## config.mk

```make
export PLATFORM = sky130hd
export DESIGN_NAME = wb_port_arbiter_flat
export DESIGN_NICKNAME = d
export VERILOG_FILES = /design/src/rtl/wb_port_arbiter_pkg.sv /design/src/rtl/wb_port_arbiter_if.sv /design/src/rtl/wb_pend_fifo.sv /design/src/rtl/wb_port_arbiter.sv /design/src/flat_wrapper.sv
export SDC_FILE = /design/constraint.sdc
export NUM_CORES = 1
export LEC_CHECK = 0
export CAP_MARGIN = 20
export CELL_PAD_IN_SITES_DETAIL_PLACEMENT = 0
export CELL_PAD_IN_SITES_GLOBAL_PLACEMENT = 1
export CORE_ASPECT_RATIO = 1.1
export CORE_MARGIN = 5
export CORE_UTILIZATION = 41
export DETAILED_ROUTE_END_ITERATION = 8
export PLACE_DENSITY_LB_ADDON = 0.1
export SLEW_MARGIN = 0
export SYNTH_ARGS = -nofsm -noshare
export SYNTH_HDL_FRONTEND = slang
export SYNTH_SLANG_ARGS = --single-unit
export TNS_END_PERCENT = 50
```

## constraint.sdc

```tcl
create_clock -name clk -period 3.4 [get_ports clk]
set_input_delay 0.68 -clock clk [delete_from_list [all_inputs] [get_ports clk]]
set_output_delay 0.68 -clock clk [all_outputs]
set_load 0.03 [all_outputs]
```

## src/rtl/wb_port_arbiter_pkg.sv

```systemverilog
// Shared widths, default sizing and the pending-entry record for the
// register-file write-port arbiter.
package wb_port_arbiter_pkg;

    localparam int REG_AW       = 5;
    localparam int DATA_W       = 32;
    localparam int PEND_DEPTH   = 2;
    localparam int STARVE_LIMIT = 4;

    // One buffered multi-cycle-unit result waiting for the write port.
    typedef struct packed {
        logic [REG_AW-1:0] addr;
        logic [DATA_W-1:0] data;
    } pend_entry_t;

endpackage

```

## src/rtl/wb_port_arbiter_if.sv

```systemverilog
// Bundle of the pipeline, md-unit and register-file write-port signals.
// slave = arbiter side, master = the environment driving it.
interface wb_port_arbiter_if;
    import wb_port_arbiter_pkg::*;

    logic              pipe_we;
    logic [REG_AW-1:0] pipe_a;
    logic [DATA_W-1:0] pipe_wd;
    logic              md_valid;
    logic              md_ready;
    logic [REG_AW-1:0] md_a;
    logic [DATA_W-1:0] md_wd;
    logic              stall;
    logic              grf_we;
    logic [REG_AW-1:0] grf_a;
    logic [DATA_W-1:0] grf_wd;
    logic [1:0]        pend_cnt;

    modport slave (
        input  pipe_we, pipe_a, pipe_wd, md_valid, md_a, md_wd,
        output md_ready, stall, grf_we, grf_a, grf_wd, pend_cnt
    );

    modport master (
        output pipe_we, pipe_a, pipe_wd, md_valid, md_a, md_wd,
        input  md_ready, stall, grf_we, grf_a, grf_wd, pend_cnt
    );

endinterface

```

## src/rtl/wb_pend_fifo.sv

```systemverilog
// Small FIFO holding md results until the write port is free.
// Push into a full FIFO or pop from an empty one is ignored.
module wb_pend_fifo
    import wb_port_arbiter_pkg::*;
#(
    parameter  int DEPTH = 2,
    localparam int PW    = (DEPTH > 1) ? $clog2(DEPTH) : 1,
    localparam int CW    = $clog2(DEPTH + 1)
) (
    input  logic              clk,
    input  logic              reset,
    input  logic              push_i,
    input  pend_entry_t       push_data_i,
    input  logic              pop_i,
    output pend_entry_t       head_o,
    output logic              full_o,
    output logic              empty_o,
    output logic [CW-1:0]     count_o
);

    pend_entry_t   mem_q [DEPTH];
    logic [PW-1:0] wr_ptr_q, rd_ptr_q;
    logic [CW-1:0] cnt_q;
    logic          do_push, do_pop;

    function automatic logic [PW-1:0] ptr_next(input logic [PW-1:0] p);
        return (p == PW'(DEPTH - 1)) ? '0 : p + 1'b1;
    endfunction

    assign full_o  = (cnt_q == CW'(DEPTH));
    assign empty_o = (cnt_q == '0);
    assign count_o = cnt_q;
    assign head_o  = mem_q[rd_ptr_q];
    assign do_push = push_i && !full_o;
    assign do_pop  = pop_i && !empty_o;

    // Storage needs no reset; occupancy is tracked by the pointers/count.
    always_ff @(posedge clk) begin
        if (do_push) mem_q[wr_ptr_q] <= push_data_i;
    end

    // Pointer and occupancy update; push+pop together keeps the count.
    always_ff @(posedge clk or posedge reset) begin
        if (reset) begin
            wr_ptr_q <= '0;
            rd_ptr_q <= '0;
            cnt_q    <= '0;
        end else begin
            if (do_push) wr_ptr_q <= ptr_next(wr_ptr_q);
            if (do_pop)  rd_ptr_q <= ptr_next(rd_ptr_q);
            case ({do_push, do_pop})
                2'b10:   cnt_q <= cnt_q + 1'b1;
                2'b01:   cnt_q <= cnt_q - 1'b1;
                default: cnt_q <= cnt_q;
            endcase
        end
    end

endmodule

```

## src/rtl/wb_port_arbiter.sv

```systemverilog
// Shares the single register-file write port between the pipeline
// writeback and buffered md results. The pipeline normally wins; after
// STARVE_LIMIT consecutive wins over a waiting entry the pipeline is
// stalled for one cycle so the head entry drains.
module wb_port_arbiter
    import wb_port_arbiter_pkg::*;
#(
    parameter int PEND_DEPTH   = wb_port_arbiter_pkg::PEND_DEPTH,
    parameter int STARVE_LIMIT = wb_port_arbiter_pkg::STARVE_LIMIT
) (
    input  logic               clk,
    input  logic               reset,
    wb_port_arbiter_if.slave   bus
);

    localparam int SW = $clog2(STARVE_LIMIT + 1);
    localparam int CW = $clog2(PEND_DEPTH + 1);

    pend_entry_t       push_data, head;
    logic              fifo_full, fifo_empty;
    logic [CW-1:0]     fifo_cnt;
    logic              push, pop, pipe_eff, stall_c, md_ready_c;
    logic [SW-1:0]     starve_q, starve_d;
    logic              grf_we_q, grf_we_d;
    logic [REG_AW-1:0] grf_a_q, grf_a_d;
    logic [DATA_W-1:0] grf_wd_q, grf_wd_d;

    assign push_data = '{addr: bus.md_a, data: bus.md_wd};

    wb_pend_fifo #(.DEPTH(PEND_DEPTH)) u_pend (
        .clk         (clk),
        .reset       (reset),
        .push_i      (push),
        .push_data_i (push_data),
        .pop_i       (pop),
        .head_o      (head),
        .full_o      (fifo_full),
        .empty_o     (fifo_empty),
        .count_o     (fifo_cnt)
    );

    // Arbitration: stall depends only on registered state; pipeline wins
    // unless stalled or targeting r0, otherwise a waiting entry pops.
    always_comb begin
        stall_c    = (starve_q == SW'(STARVE_LIMIT)) && !fifo_empty;
        md_ready_c = !fifo_full && !reset;
        push       = bus.md_valid && md_ready_c;
        pipe_eff   = bus.pipe_we && (bus.pipe_a != '0) && !stall_c;
        pop        = !fifo_empty && !pipe_eff;

        grf_we_d = 1'b0;
        grf_a_d  = grf_a_q;
        grf_wd_d = grf_wd_q;
        if (pipe_eff) begin
            grf_we_d = 1'b1;
            grf_a_d  = bus.pipe_a;
            grf_wd_d = bus.pipe_wd;
        end else if (pop && (head.addr != '0)) begin
            grf_we_d = 1'b1;
            grf_a_d  = head.addr;
            grf_wd_d = head.data;
        end

        if (fifo_empty || pop)
            starve_d = '0;
        else if (pipe_eff)
            starve_d = starve_q + 1'b1;
        else
            starve_d = starve_q;
    end

    // Register the winner and the starvation count.
    always_ff @(posedge clk or posedge reset) begin
        if (reset) begin
            grf_we_q <= 1'b0;
            grf_a_q  <= '0;
            grf_wd_q <= '0;
            starve_q <= '0;
        end else begin
            grf_we_q <= grf_we_d;
            grf_a_q  <= grf_a_d;
            grf_wd_q <= grf_wd_d;
            starve_q <= starve_d;
        end
    end

    assign bus.md_ready = md_ready_c;
    assign bus.stall    = stall_c;
    assign bus.grf_we   = grf_we_q;
    assign bus.grf_a    = grf_a_q;
    assign bus.grf_wd   = grf_wd_q;
    assign bus.pend_cnt = 2'(fifo_cnt);

endmodule
```

## src/flat_wrapper.sv

```systemverilog
// flat-port wrapper written by rule: the top's interface ports become plain ports
module wb_port_arbiter_flat import wb_port_arbiter_pkg::*;
#(
    parameter int PEND_DEPTH   = wb_port_arbiter_pkg::PEND_DEPTH,
    parameter int STARVE_LIMIT = wb_port_arbiter_pkg::STARVE_LIMIT
)
  (clk, reset, bus_pipe_we, bus_pipe_a, bus_pipe_wd, bus_md_valid, bus_md_a, bus_md_wd, bus_md_ready, bus_stall, bus_grf_we, bus_grf_a, bus_grf_wd, bus_pend_cnt);
  wb_port_arbiter_if bus_i ();
  input  logic clk;
  input  logic reset;
  input wire logic [$bits(bus_i.pipe_we)-1:0] bus_pipe_we;
  input wire logic [$bits(bus_i.pipe_a)-1:0] bus_pipe_a;
  input wire logic [$bits(bus_i.pipe_wd)-1:0] bus_pipe_wd;
  input wire logic [$bits(bus_i.md_valid)-1:0] bus_md_valid;
  input wire logic [$bits(bus_i.md_a)-1:0] bus_md_a;
  input wire logic [$bits(bus_i.md_wd)-1:0] bus_md_wd;
  output wire logic [$bits(bus_i.md_ready)-1:0] bus_md_ready;
  output wire logic [$bits(bus_i.stall)-1:0] bus_stall;
  output wire logic [$bits(bus_i.grf_we)-1:0] bus_grf_we;
  output wire logic [$bits(bus_i.grf_a)-1:0] bus_grf_a;
  output wire logic [$bits(bus_i.grf_wd)-1:0] bus_grf_wd;
  output wire logic [$bits(bus_i.pend_cnt)-1:0] bus_pend_cnt;
  assign bus_i.pipe_we = bus_pipe_we;
  assign bus_i.pipe_a = bus_pipe_a;
  assign bus_i.pipe_wd = bus_pipe_wd;
  assign bus_i.md_valid = bus_md_valid;
  assign bus_i.md_a = bus_md_a;
  assign bus_i.md_wd = bus_md_wd;
  assign bus_md_ready = bus_i.md_ready;
  assign bus_stall = bus_i.stall;
  assign bus_grf_we = bus_i.grf_we;
  assign bus_grf_a = bus_i.grf_a;
  assign bus_grf_wd = bus_i.grf_wd;
  assign bus_pend_cnt = bus_i.pend_cnt;
  wb_port_arbiter #(.PEND_DEPTH(PEND_DEPTH), .STARVE_LIMIT(STARVE_LIMIT)) u_core (.clk(clk), .reset(reset), .bus(bus_i));
endmodule
```

==> impl_metrics.json <==
{
  "status": "finished clean",
  "min_to": "u_core.starve_q[0]$_DFFE_PP0P_",
  "reg2reg_from": "u_core.u_pend.count_o[0]$_DFFE_PP0P_",
  "arrival_ns": 2.04,
  "syn_area_um2": 4970,
  "yosys-top-cells-area": "edfxtp_1 45%, dfrtp_1 23%, mux2_2 21%, mux2_4 5.7%, ha_1 0.75%",
  "rsz0062_at_grt": "false",
  "grt_usage": 0.162,
  "final_cell_mix": "119 x clkdlybuf4s50_1, 91 x mux2_2, 74 x edfxtp_1",
  "min_from": "u_core.starve_q[0]$_DFFE_PP0P_",
  "drv_cap": 0,
  "syn_nets": 356,
  "overflow": 0,
  "finalCriticalPeriod_ns": 2.72,
  "diodes": 0,
  "drc": 0,
  "dieArea_um2": 14400,
  "synth_edf_count": 74,
  "r2r_cells": 6,
  "critPathKind": "in2out",
  "synth_xor_area_frac": 0.0106,
  "vdd_drop_max_uv": 400,
  "layout_commonest_cell": "clkdlybuf4s50_1",
  "grt_max_degree": 38,
  "period_share": 0.801,
  "skew_ns": 0.0140,
  "synth_top_area_cell": "edfxtp_1",
  "dp_hpwl_mm": 7.46,
  "critPathRequiredTime_ns": 2.72,
  "synthAdderAreaFrac": 0.00755,
  "cts_tree": "built",
  "worstHoldPathCells": 1,
  "io_buffers": 119,
  "swShare": 0.300,
  "power_switching_mw": 1.75,
  "drt_iter0_markers": 72,
  "max_freq_mhz": 367,
  "p_leak_nw": 2.67,
  "cts_buffers": 17,
  "grt_first_pass_wirelength_mm": 17.5,
  "drt-pass1-iter-count": 4,
  "root_buffer": "clkbuf_16",
  "final-hold-violation-count": 0,
  "gp_congestion": 0.716,
  "reg2reg_to": "u_core.bus.grf_wd[17]$_DFFE_PP0P_",
  "htree_num_levels": 4,
  "muxShareOfSynthArea": 0.263,
  "synth_top_area_frac": 0.447,
  "synthSimpleGateAreaFrac": 0.0164,
  "async_flop_share": 0.378,
  "synth_flop_cell": "edfxtp_1",
  "pwr-share-comb": 0.338,
  "cts.sinks": 119,
  "synth_compound_area_frac": 0.00981,
  "syn_to_final_growth_pct": 40.9,
  "fin_cells": 578,
  "cts_resized": 0,
  "clock_latency_ns": 0.41,
  "coreArea_um2": 12000,
  "hold_path.class": "reg2reg",
  "rrSetupSlack_ns": 1.10,
  "row_count": 42,
  "ys_ff_latch": 119,
  "die_x_um": 115,
  "cts_setup_buffers": 0,
  "wl_per_cell_um": 18.8,
  "slew-limit-headroom": 0.622,
  "routed_via_density": 4.86,
  "vias": 2808,
  "critical_path.max_fanout": 3,
  "pwr-share-clk": 0.300,
  "start_util": 0.415,
  "finalNetCount": 492,
  "finalMaxSlewViolations": 0,
  "dp_slack_ns": 0.276,
  "layout_setup_ws_ns": 0.677,
  "p_per_area_nw_per_um2": 833,
  "antenna_found_initial": 0,
  "syn-instance-count": 275,
  "crit_path_start_kind": "input port",
  "ios": 120,
  "multi_input_area_um2": 1560,
  "grt_pass1_vias": 3235,
  "seqCellArea_um2": 3350,
  "fillers": 975,
  "synth_cell_types": 26,
  "worst_pin_slew_ns": 0.566,
  "finalSetupTns_ns": 0,
  "hold_buffers": 0,
  "seq_area_frac_synth": 0.673,
  "placed_cells": 546,
  "fp.dieH_um": 126,
  "avgSynthCellArea_um2": 18.1,
  "routed_wl_mm": 10.9,
  "drive_gt1_frac": 0.363,
  "clk_pin_slew_ns": 0.05,
  "crit_path_end_kind": "output port",
  "setup_violations": 0,
  "power_frac_seq": 0.361,
  "clockBufferDepth": 2,
  "synth_top_family_by_area": "multiplexers",
  "p_int_mw": 4.09,
  "yosysWarnings": 0,
  "ant_nets": 0
}
## cell usage after synthesis, types with 2 or more instances
| library cell | number |
|---|---|
| ha_1 | 3 |
| mux2_2 | 91 |
| nor3b_1 | 2 |
| xor2_1 | 2 |
| buf_2 | 6 |
| inv_1 | 5 |
| nor2_1 | 3 |
| nor3_1 | 3 |
| dfrtp_1 | 45 |
| mux2_4 | 19 |
| buf_6 | 3 |
| clkbuf_1 | 3 |
| xnor2_1 | 4 |
| edfxtp_1 | 74 |
## area by class of cell
type,instances,area share
tap,154,0.0275
sequential,119,0.478
inverter,5,0.00268
multi-input combinational,139,0.223
timing repair buffer,129,0.186
clock buffer,22,0.0648
clock inverter,10,0.0182
## routing by layer
metal,GRT usage,part of all wire,up-vias,routed length [um]
met3,0.0532,0.053,11,581
met5,0,0,-,0
met2,0.264,0.51,77,5590
met1,0.198,0.42,1407,4560
met4,0.0622,0.015,0,163
li1,-,-,1313,-
## sequential cells by signal, indices dropped and copies added (netlist names)
name                    cells
u_core.u_pend.mem_q        74
u_core.bus.grf_wd          32
u_core.bus.grf_a            5
u_core.starve_q             3
u_core.u_pend.count_o       2
u_core.bus.grf_we           1
u_core.u_pend.rd_ptr_q      1
u_core.u_pend.wr_ptr_q      1
## through the flow
step                      hold WS (ns)  power [mW]  area [um2]   util
after floorplan                  0.443        3.35        4970      -
after global placement           0.468        4.12        6420  0.536
after detailed placement         0.476        4.14        6420  0.536
after CTS                        0.483        5.91        7010  0.585
after global routing             0.495        6.11        7010  0.585
final                            0.481        5.84        7010  0.585
## worst max-delay path by stage
stage | start | to | depth (start not counted)
6_report | reset | bus_md_ready | 3
5_1_grt | u_core.u_pend.count_o[0]$_DFFE_PP0P_ | bus_stall | 3
4_1_cts | u_core.u_pend.count_o[0]$_DFFE_PP0P_ | bus_stall | 3
3_5_place_dp | bus_pipe_a[3] | u_core.bus.grf_wd[3]$_DFFE_PP0P_ | 6
3_3_place_gp | bus_pipe_a[3] | u_core.bus.grf_wd[0]$_DFFE_PP0P_ | 6
2_1_floorplan | reset | u_core.u_pend.mem_q[0][0]$_DFFE_PP_ | 3
## power by group through the flow
stage / combinational, mW / sequential, mW / clock, mW
3_3_place_gp: 1.98 / 2.14 / 0
5_1_grt: 2.10 / 2.16 / 1.86
6_report: 1.98 / 2.11 / 1.75
4_1_cts: 2.01 / 2.12 / 1.79
2_1_floorplan: 0.884 / 2.47 / 0
3_5_place_dp: 2.00 / 2.14 / 0
## cells by family after synthesis
family,Yosys count
buffers and inverters,17
multiplexers,110
flip-flops,119
adder cells (fa/ha/maj),3
XOR/XNOR,6
AO/OA/AOI/OAI,6
AND/OR/NAND/NOR,14
## worst max-delay path: stages
cell	delay (ns)
clkdlybuf4s50_1	0.44
a21oi_1	0.21
clkdlybuf4s50_1	0.72
(Power assumes the default switching activity.)
